**src/rtl/seg7_scan.sv**
```systemverilog
// Multiplexed seven-segment display driver with double-buffered loading,
// leading-zero blanking, decimal points, per-digit blinking and ghost blanking.
module seg7_scan #(
    parameter int DIGITS         = 4,
    parameter int CLK_DIV        = 50000,
    parameter int BLANK_CYC      = 2,
    parameter int BLINK_FRAMES   = 64,
    parameter int SEL_ACTIVE_LOW = 1
) (
    input  logic                  clk,
    input  logic                  rst,
    input  logic [4*DIGITS-1:0]   value,
    input  logic                  load,
    input  logic [DIGITS-1:0]     digit_en,
    input  logic [DIGITS-1:0]     dp_en,
    input  logic                  lz_blank,
    input  logic [DIGITS-1:0]     blink_mask,
    output logic [7:0]            seg_n,
    output logic [DIGITS-1:0]     dig_sel,
    output logic                  frame_done
);

    localparam int CW = (CLK_DIV > 1) ? $clog2(CLK_DIV) : 1;
    localparam int IW = (DIGITS > 1) ? $clog2(DIGITS) : 1;
    localparam int FW = $clog2(BLINK_FRAMES + 1);
    localparam logic [CW-1:0] CNT_LAST = CW'(CLK_DIV - 1);
    localparam logic [IW-1:0] IDX_LAST = IW'(DIGITS - 1);
    localparam logic [FW-1:0] FRM_LAST = FW'(BLINK_FRAMES - 1);
    localparam logic [DIGITS-1:0] SEL_IDLE = {DIGITS{SEL_ACTIVE_LOW != 0}};

    function automatic logic [7:0] glyph(input logic [3:0] n);
        case (n)
            4'h0: glyph = 8'hFC;  4'h1: glyph = 8'h60;
            4'h2: glyph = 8'hDA;  4'h3: glyph = 8'hF2;
            4'h4: glyph = 8'h66;  4'h5: glyph = 8'hB6;
            4'h6: glyph = 8'hBE;  4'h7: glyph = 8'hE0;
            4'h8: glyph = 8'hFE;  4'h9: glyph = 8'hF6;
            4'hA: glyph = 8'hEE;  4'hB: glyph = 8'h3E;
            4'hC: glyph = 8'h9C;  4'hD: glyph = 8'h7A;
            4'hE: glyph = 8'h9E;  default: glyph = 8'h8E;
        endcase
    endfunction

    logic [CW-1:0]       cnt_reg, cnt_next;
    logic [IW-1:0]       idx_reg, idx_next;
    logic                run_reg;
    logic [4*DIGITS-1:0] staging_reg, staging_next;
    logic [4*DIGITS-1:0] active_reg, active_next;
    logic                pending_reg, pending_next;
    logic [FW-1:0]       frame_cnt_reg, frame_cnt_next;
    logic                blink_phase_reg, blink_phase_next;
    logic [7:0]          seg_n_reg, seg_n_next;
    logic [DIGITS-1:0]   dig_sel_reg, dig_sel_next;
    logic                frame_done_reg, frame_done_next;
    logic                slot_end, frame_end;
    logic [DIGITS-1:0]   upper_zero, dark;
    logic [7:0]          pat [DIGITS];

    // cnt/idx track the cycle currently on the outputs; the first cycle
    // after reset holds position 0 instead of advancing.
    always_comb begin
        slot_end  = run_reg && (cnt_reg == CNT_LAST);
        frame_end = slot_end && (idx_reg == IDX_LAST);
        cnt_next  = (!run_reg || slot_end) ? '0 : cnt_reg + CW'(1);
        if (!run_reg || frame_end)
            idx_next = '0;
        else if (slot_end)
            idx_next = idx_reg + IW'(1);
        else
            idx_next = idx_reg;

        staging_next = staging_reg;
        pending_next = pending_reg;
        active_next  = active_reg;
        if (frame_end) begin
            if (load) begin
                active_next  = value;
                staging_next = value;
                pending_next = 1'b0;
            end else if (pending_reg) begin
                active_next  = staging_reg;
                pending_next = 1'b0;
            end
        end else if (load) begin
            staging_next = value;
            pending_next = 1'b1;
        end

        frame_cnt_next   = frame_cnt_reg;
        blink_phase_next = blink_phase_reg;
        if (frame_end) begin
            if (frame_cnt_reg == FRM_LAST) begin
                frame_cnt_next   = '0;
                blink_phase_next = ~blink_phase_reg;
            end else begin
                frame_cnt_next = frame_cnt_reg + FW'(1);
            end
        end
    end

    // Per-digit lit pattern for the position about to be displayed.
    generate
        for (genvar gi = 0; gi < DIGITS; gi++) begin : g_digit
            assign upper_zero[gi] = (active_next[4*DIGITS-1:4*gi] == '0);
            if (gi == 0) begin : g_first
                assign dark[gi] = ~digit_en[gi] | (blink_mask[gi] & blink_phase_next);
            end else begin : g_upper
                assign dark[gi] = ~digit_en[gi] | (blink_mask[gi] & blink_phase_next)
                                | (lz_blank & upper_zero[gi]);
            end
            assign pat[gi] = dark[gi] ? 8'h00
                           : (glyph(active_next[4*gi +: 4]) | {7'b0, dp_en[gi]});
        end
    endgenerate

    always_comb begin
        seg_n_next      = (int'(cnt_next) < BLANK_CYC) ? 8'hFF : ~pat[idx_next];
        dig_sel_next    = SEL_IDLE ^ (DIGITS'(1) << idx_next);
        frame_done_next = (cnt_next == CNT_LAST) && (idx_next == IDX_LAST);
    end

    always_ff @(posedge clk) begin
        if (rst) begin
            cnt_reg         <= '0;
            idx_reg         <= '0;
            run_reg         <= 1'b0;
            staging_reg     <= '0;
            active_reg      <= '0;
            pending_reg     <= 1'b0;
            frame_cnt_reg   <= '0;
            blink_phase_reg <= 1'b0;
            seg_n_reg       <= 8'hFF;
            dig_sel_reg     <= SEL_IDLE;
            frame_done_reg  <= 1'b0;
        end else begin
            cnt_reg         <= cnt_next;
            idx_reg         <= idx_next;
            run_reg         <= 1'b1;
            staging_reg     <= staging_next;
            active_reg      <= active_next;
            pending_reg     <= pending_next;
            frame_cnt_reg   <= frame_cnt_next;
            blink_phase_reg <= blink_phase_next;
            seg_n_reg       <= seg_n_next;
            dig_sel_reg     <= dig_sel_next;
            frame_done_reg  <= frame_done_next;
        end
    end

    assign seg_n      = seg_n_reg;
    assign dig_sel    = dig_sel_reg;
    assign frame_done = frame_done_reg;

endmodule

```
**config.mk**
```make
export PLATFORM = sky130hd
export DESIGN_NAME = seg7_scan
export DESIGN_NICKNAME = d
export VERILOG_FILES = /design/src/rtl/seg7_scan.sv
export SDC_FILE = /design/constraint.sdc
export NUM_CORES = 1
export LEC_CHECK = 0
export ABC_AREA = 1
export CAP_MARGIN = 30
export CELL_PAD_IN_SITES_DETAIL_PLACEMENT = 0
export CELL_PAD_IN_SITES_GLOBAL_PLACEMENT = 1
export CORE_MARGIN = 1.5
export CORE_UTILIZATION = 37
export DETAILED_ROUTE_END_ITERATION = 8
export PLACE_DENSITY_LB_ADDON = 0.15
export SYNTH_ARGS = -nofsm -noshare
export SYNTH_HDL_FRONTEND = slang
export SYNTH_SLANG_ARGS = --single-unit
```
**constraint.sdc**
```tcl
create_clock -name clk -period 2.5 [get_ports clk]
set_input_delay 0.625 -clock clk [delete_from_list [all_inputs] [get_ports clk]]
set_output_delay 0.625 -clock clk [all_outputs]
set_load 0.05 [all_outputs]
```
==> key figures, run 1 <==
Outcome
  • Status: completed

Logic synthesis
  • Yosys warnings: 0
  • Synth area leaders: dfxtp_1, nand2_1, nand3_1
  • Post-synth cell types: 36
  • Synth Register Bits: 73
  • Largest area contributor in the netlist: dfxtp_1
  • Avg Inst Size Synth: 6.08 sq um
  • Yosys top cell area share: 0.294
  • Post-synth ARST share: 0
  • Synth Net Count: 876
  • Synth Instances: 817
  • Sequential area share after synthesis: 0.294
  • Most used flip-flop cell after synthesis: dfxtp_1
  • EDFF count, synth: 0
  • Netlist Area Pre-Place: 0.00496 sq mm

Drt
  • Post-Route WL: 15,100 um
  • Drt pass-1 iters: 5
  • DR vias: 5,470
  • Drt via density: 4.84
  • WL/cell: 13.3 um
  • Post-route DRC: 0
  • Post-route ant nets: 0
  • 1st-iter DRT viols: 269

Critical path
  • Critical path class: reg2reg
  • Reg2reg start: cnt_reg[5]$_SDFF_PP0_
  • Crit path from: cnt_reg[5]$_SDFF_PP0_
  • Worst R2R Setup Slack: 0.13 ns
  • Data arrival, critical path: 2.61 ns
  • Top fanout value on the critical path: 7
  • Critical path required time: 2.74 ns
  • CP Launch Type: flip-flop
  • Worst setup EP type: flip-flop

Timing
  • Final Hold Fails: 0
  • Fin crit share: 0.949
  • Fin Hold WS: 0.461 ns
  • Final Worst Setup Slack: 0.127 ns
  • Final setup violation count: 0
  • RSZ-0062 raised after global routing: true
  • Max-slew violation count: 0
  • Fin crit period: 2.37 ns
  • Slew Limit Headroom: 0.586
  • Peak Freq: 0.421 GHz
  • Worst-Margin Slew: 0.621 ns
  • Worst Clk Skew: 0.00877 ns

GRT
  • First-pass GRT wire length: 24,600 um
  • Vias in the first global route: 5,399
  • Initial antenna violation count: 0
  • Remaining Overflow, GRT: 0
  • Total track usage: 0.221
  • Largest net degree at the start of global routing: 55

Power and ir drop
  • LEAKAGE: 3.11 nW
  • VDD IR max: 0.264 mV
  • Total power: 2.67 mW
  • Pwr per Cell Area: 388 mW/mm^2

Floorplanning
  • Starting Density: 0.376
  • Die Area: 0.0141 sq mm
  • Width of the die: 119 um
  • Core Area: 0.0132 sq mm
  • Cell Rows: 42
  • Die height: 119 um
  • Number of I/O pins: 45

Clock network
  • CTS tree: yes
  • H-tree levels: 3
  • Buffer type at the clock tree root: clkbuf_16
  • Clock Pin Slew Worst Setup and Hold Paths: 0.06 ns
  • CTS Buffer Depth: 2
  • Worst skew pair latency: 0.35 ns
  • Clock buffers created by TritonCTS: 9
  • Post-cts hold buffer count: 0
  • CTS Sinks: 73

Cells and area
  • Post-route design area: 0.00687 sq mm
  • Ant. Diodes: 0
  • Final #Nets: 1,009
  • Synth-to-layout area growth: 38.4%
  • Layout cell share with drive strength beyond 1: 0.229
  • # fillers: 1,362
  • Fin util: 0.521

Placed design
  • Placer Congestion: 0.898
  • IO Port Bufs: 44
  • DP Worst Slack: -0.527 ns
  • Cell Area, Placed: 0.00627 sq mm
  • Detailed Place HPWL: 11,800 um

Worst hold path
  • Hold crit path type: reg2reg
  • Hold_sp: staging_reg[1]$_SDFFE_PP0P_

Run
  • Max-cap violations: 0
==> cell usage in the layout, fill, tap and decap left out, types with 14 or more instances in the layout <==
cell,instances
clkdlybuf4s50_1,42
inv_2,20
buf_4,92
o21ai_0,21
inv_1,63
nand2_1,278
ha_1,16
nor2_1,99
a21oi_1,14
dfxtp_1,69
nand3_1,78
nand2_2,28
==> worst max-delay path: stages, from the launching register on <==
cell and delay, ns:
dfxtp_1 0.33, nor2_2 0.15, nand2_1 0.11, nor2_4 0.12
nand4_1 0.19, inv_1 0.12, buf_6 0.14, buf_12 0.10
o21ai_2 0.06, buf_4 0.15, ha_2 0.21, nand2_1 0.10
nand2_1 0.06, nand2_1 0.05, nand2_1 0.08, nor2_1 0.11
nor2_1 0.05, nor2_1 0.08, nand2_1 0.05
==> power by group <==
group	internal [mW]	total, mW	switching, mW	leakage (nW)
sequential	1.19	1.20	0.0121	0.595
clock	0.695	1.22	0.526	0.128
combinational	0.111	0.247	0.136	2.39
==> kinds of logic after synthesis <==
family | Yosys count | share of synthesized area
compound gates | 67 | 0.0776
fa+ha+maj | 27 | 0.0681
xor+xnor | 6 | 0.0144
buf+inv | 108 | 0.0872
simple gates | 536 | 0.458
flops | 73 | 0.294
==> synthesized netlist by cell type (all sizes together) (2+ instances only) <==
| master | n |
|---|---|
| nand2 | 306 |
| nor2 | 119 |
| nand3 | 85 |
| inv | 83 |
| dfxtp | 73 |
| o21ai | 35 |
| ha | 27 |
| buf | 16 |
| a21oi | 15 |
| nand4 | 12 |
| a211oi | 11 |
| nor3 | 10 |
| clkbuf | 9 |
| xor2 | 6 |
| o211ai | 3 |
| nor3b | 2 |
==> layout make-up <==
type                    instances  area [sq um]  share of cell area
repair buffers                147          1290               0.188
multi-input cells             636          3310               0.482
clock inverters                 4          28.8             0.00419
inverters                      83           312              0.0454
well taps                     176           220              0.0321
flip-flops and latches         73          1470               0.213
clock buffers                  11           243              0.0353
==> per-layer routing <==
metal,GRT usage,vias up,part of all wire
met5,0,-,0
met4,0.123,0,0.038
met3,0.0297,31,0.022
met2,0.412,72,0.52
met1,0.242,2522,0.42
li1,-,2845,-
==> what timing repair did <==
| item | 4_1_cts | 5_1_grt |
|---|---|---|
| setup endpoints to repair | 8 | 9 |
| gates resized for setup | 12 | 73 |
| pin swaps | 1 | 28 |
| buffers inserted | 0 | 4 |
| gates cloned | 0 | 0 |
==> path summary, 6_finish.rpt <==
path	end	cells after the start
worst max-delay path	seg_n[7]$_SDFF_PP1_	18
worst min-delay path	staging_reg[1]$_SDFFE_PP0P_	2
worst max register to register	seg_n[7]$_SDFF_PP1_	18
worst min register to register	staging_reg[1]$_SDFFE_PP0P_	2
==> stage by stage <==
step / setup TNS (ns) / std cells
6_report: 0 / 1130
5_1_grt: -0.494 / 1130
4_1_cts: -0.0154 / 1126
3_5_place_dp: -3.19 / 1111
3_3_place_gp: -2.83 / 1111
2_1_floorplan: 0 / 817
No activity file was read; power rests on OpenSTA's default activity.
==> run 2: changes to the inputs <==
Settings changed: ABC_CLOCK_PERIOD_IN_PS set to 2500.
==> results of run 2 <==
Final layout, timing and power as in run 1 (identical DEF).
==> run 3: changes to the inputs <==
Settings changed: PLACE_DENSITY_LB_ADDON 0.15 to 0.3.
==> run 3 against run 2 <==
Compared with the run above:
- sequential share of layout area is 0.090 points lower
- non-clock buffer count decreased by 4
- critical path depth is 3 lower
- die area unchanged
- via count rose by 0.35%
- power up 1.7%
- sequential power hardly changed
- clock power is 3% higher
- clock-buffer cell count unchanged
==> key figures, run 3 (synthesized netlist as in run 1, its figures left out) <==
Drt
  • WL/cell: 13.3 um (-0.13%)
  • Post-route DRC: 0 (unchanged)
  • Post-route ant nets: 0 (unchanged)
  • Drt pass-1 iters: 7 (+2)
  • DR vias: 5,489 (+0.35%)
  • Drt via density: 4.87 (+0.61%)
  • 1st-iter DRT viols: 342 (+27%)
  • Post-Route WL: 15,000 um (-0.39%)

GRT
  • Remaining Overflow, GRT: 0 (unchanged)
  • Initial antenna violation count: 0 (unchanged)
  • First-pass GRT wire length: 24,300 um (-1.4%)
  • Total track usage: 0.215 (-0.00634)
  • Largest net degree at the start of global routing: 55 (unchanged)
  • Vias in the first global route: 5,368 (-0.57%)

Timing
  • Worst Clk Skew: 0.00791 ns (-0.000867 ns)
  • Fin crit share: 0.943 (-0.00639)
  • Fin Hold WS: 0.460 ns (-0.00129 ns)
  • Final Hold Fails: 0 (unchanged)
  • Fin crit period: 2.36 ns (-0.0160 ns)
  • Peak Freq: 0.424 GHz (+0.68%)
  • Final setup violation count: 0 (unchanged)
  • Slew Limit Headroom: 0.573 (-0.0126)
  • RSZ-0062 raised after global routing: true
  • Worst-Margin Slew: 0.634 ns (+0.0122 ns)
  • Max-slew violation count: 0 (unchanged)

Clock network
  • CTS Sinks: 73 (unchanged)
  • Post-cts hold buffer count: 0 (unchanged)
  • CTS tree: yes
  • Clock buffers created by TritonCTS: 9 (unchanged)
  • CTS Buffer Depth: 2 (unchanged)
  • Buffer type at the clock tree root: clkbuf_16
  • Clock Pin Slew Worst Setup and Hold Paths: 0.06 ns (about the same)
  • H-tree levels: 3 (unchanged)
  • Worst skew pair latency: 0.34 ns (about the same)

Power and ir drop
  • Internal Power: 2.03 mW (+1.9%)
  • Sw Ratio: 0.251 (-0.00137)
  • Combinational share of power: 0.094 (about the same)
  • Clock Power Share: 0.464 (+0.006)
  • Pwr per Cell Area: 393 mW/mm^2 (+1.2%)
  • VDD IR max: 0.229 mV (-13%)
  • LEAKAGE: 3.12 nW (+0.33%)
  • Register share of total power: 0.442 (-0.007)
  • Switch Pwr: 0.682 mW (+1.1%)

Floorplanning
  • Die Area: 0.0141 sq mm (unchanged)
  • Die height: 119 um (unchanged)
  • Cell Rows: 42 (unchanged)
  • Width of the die: 119 um (unchanged)
  • Core Area: 0.0132 sq mm (unchanged)
  • Starting Density: 0.376 (unchanged)
  • Number of I/O pins: 45 (unchanged)

Critical path
  • Crit path from: cnt_reg[1]$_SDFF_PP0_
  • Top fanout value on the critical path: 5 (-2)
  • Critical path required time: 2.78 ns (+0.04 ns)
  • Data arrival, critical path: 2.64 ns (+0.03 ns)
  • Worst setup EP type: flip-flop
  • Reg2reg start: cnt_reg[1]$_SDFF_PP0_
  • Critical path class: reg2reg
  • CP Launch Type: flip-flop

Cells and area
  • Final #Nets: 1,005 (-0.40%)
  • Ant. Diodes: 0 (unchanged)
  • Commonest non-fill, non-tap cell in the layout: nand2_1
  • Commonest non-fill, non-tap cells in the layout: nand2_1, nor2_1, buf_4
  • Non-Filler Instances: 1,127 (-0.27%)
  • Layout cell share with drive strength beyond 1: 0.232 (+0.00388)
  • Synth-to-layout area growth: 39.1%

Run
  • Max-cap violations: 0 (unchanged)

Placed design
  • Placer Congestion: 0.878 (-2.2%)
  • IO Port Bufs: 44 (unchanged)
  • Dpl cells: 1,098 (-1.2%)
  • Detailed Place HPWL: 11,400 um (-4.1%)

Worst hold path
  • Hold_sp: staging_reg[2]$_SDFFE_PP0P_
  • Hold crit path type: reg2reg

Outcome
  • Status: completed
## run 3: changes by cell type in the layout (fill, tap and decap cells not counted), sizes merged
cell / delta
clkinv: +1
buf: -5
clkbuf: +1
## run 3: per-layer routing
metal  track usage  vias to the layer above  wire length (um)
met3        0.0239                       32               418
li1              -                     2843                 -
met2         0.420                      113              8050
met4         0.105                        0               485
met5             0                        -                 0
met1         0.227                     2501              6050
## run 3: final timing paths
kind | to | slack [ns] | cells past startpoint
hold reg to reg | staging_reg[2]$_SDFFE_PP0P_ | 0.46 | 2
setup reg to reg | seg_n[1]$_SDFF_PP1_ | 0.14 | 15
setup / recovery | seg_n[1]$_SDFF_PP1_ | 0.14 | 15
hold / removal | staging_reg[2]$_SDFFE_PP0P_ | 0.46 | 2
## run 3: worst max-delay path: stages, from the launching register on
cell	delay, ns
dfxtp_2	0.36
ha_4	0.16
buf_4	0.12
nand2_2	0.06
nor2_4	0.14
nand3_1	0.13
nor2_4	0.20
nand2_1	0.14
a21oi_4	0.22
nand2_2	0.11
nor2_4	0.17
buf_12	0.13
inv_2	0.04
nor2_1	0.16
nor2_2	0.07
nand3_1	0.07
## run 3: repair_timing
action                                  4_1_cts  5_1_grt
endpoints found under the setup margin        8        9
pin swaps                                     2       26
gates resized for setup                      10       79
gates cloned                                  0        1
buffers inserted                              2       10
## run 3: area by class of cell
cell class / instances / area (sq um)
Timing Repair Buffer: 143 / 1270
Sequential cell: 73 / 1470
Fill cell: 1359 / 6290
Clock buffer: 11 / 253
Inverter: 83 / 312
Clock inverter: 5 / 37.5
Multi-Input combinational cell: 636 / 3340
Tap cell: 176 / 220
## run 3: power by group through the flow
stage	Combinational (mW)	Sequential [mW]	Clock (mW)
2_1_floorplan	0.119	1.23	0
3_3_place_gp	0.235	1.22	0
3_5_place_dp	0.238	1.22	0
4_1_cts	0.241	1.20	1.29
5_1_grt	0.281	1.20	1.33
6_report	0.255	1.20	1.26
## run 3: through the flow
stage / area (sq um) / TNS [ns] / util / power (mW) / setup WS, ns
CTS: 6510 / 0 / 0.493 / 2.73 / 0.00549
detailed placement: 6170 / -2.68 / 0.468 / 1.46 / -0.365
global placement: 6170 / -2.56 / 0.468 / 1.46 / -0.387
global route: 6900 / -0.122 / 0.523 / 2.82 / -0.0294
floorplan: 4970 / 0 / - / 1.35 / 0.000384
finish: 6900 / 0 / 0.523 / 2.71 / 0.143
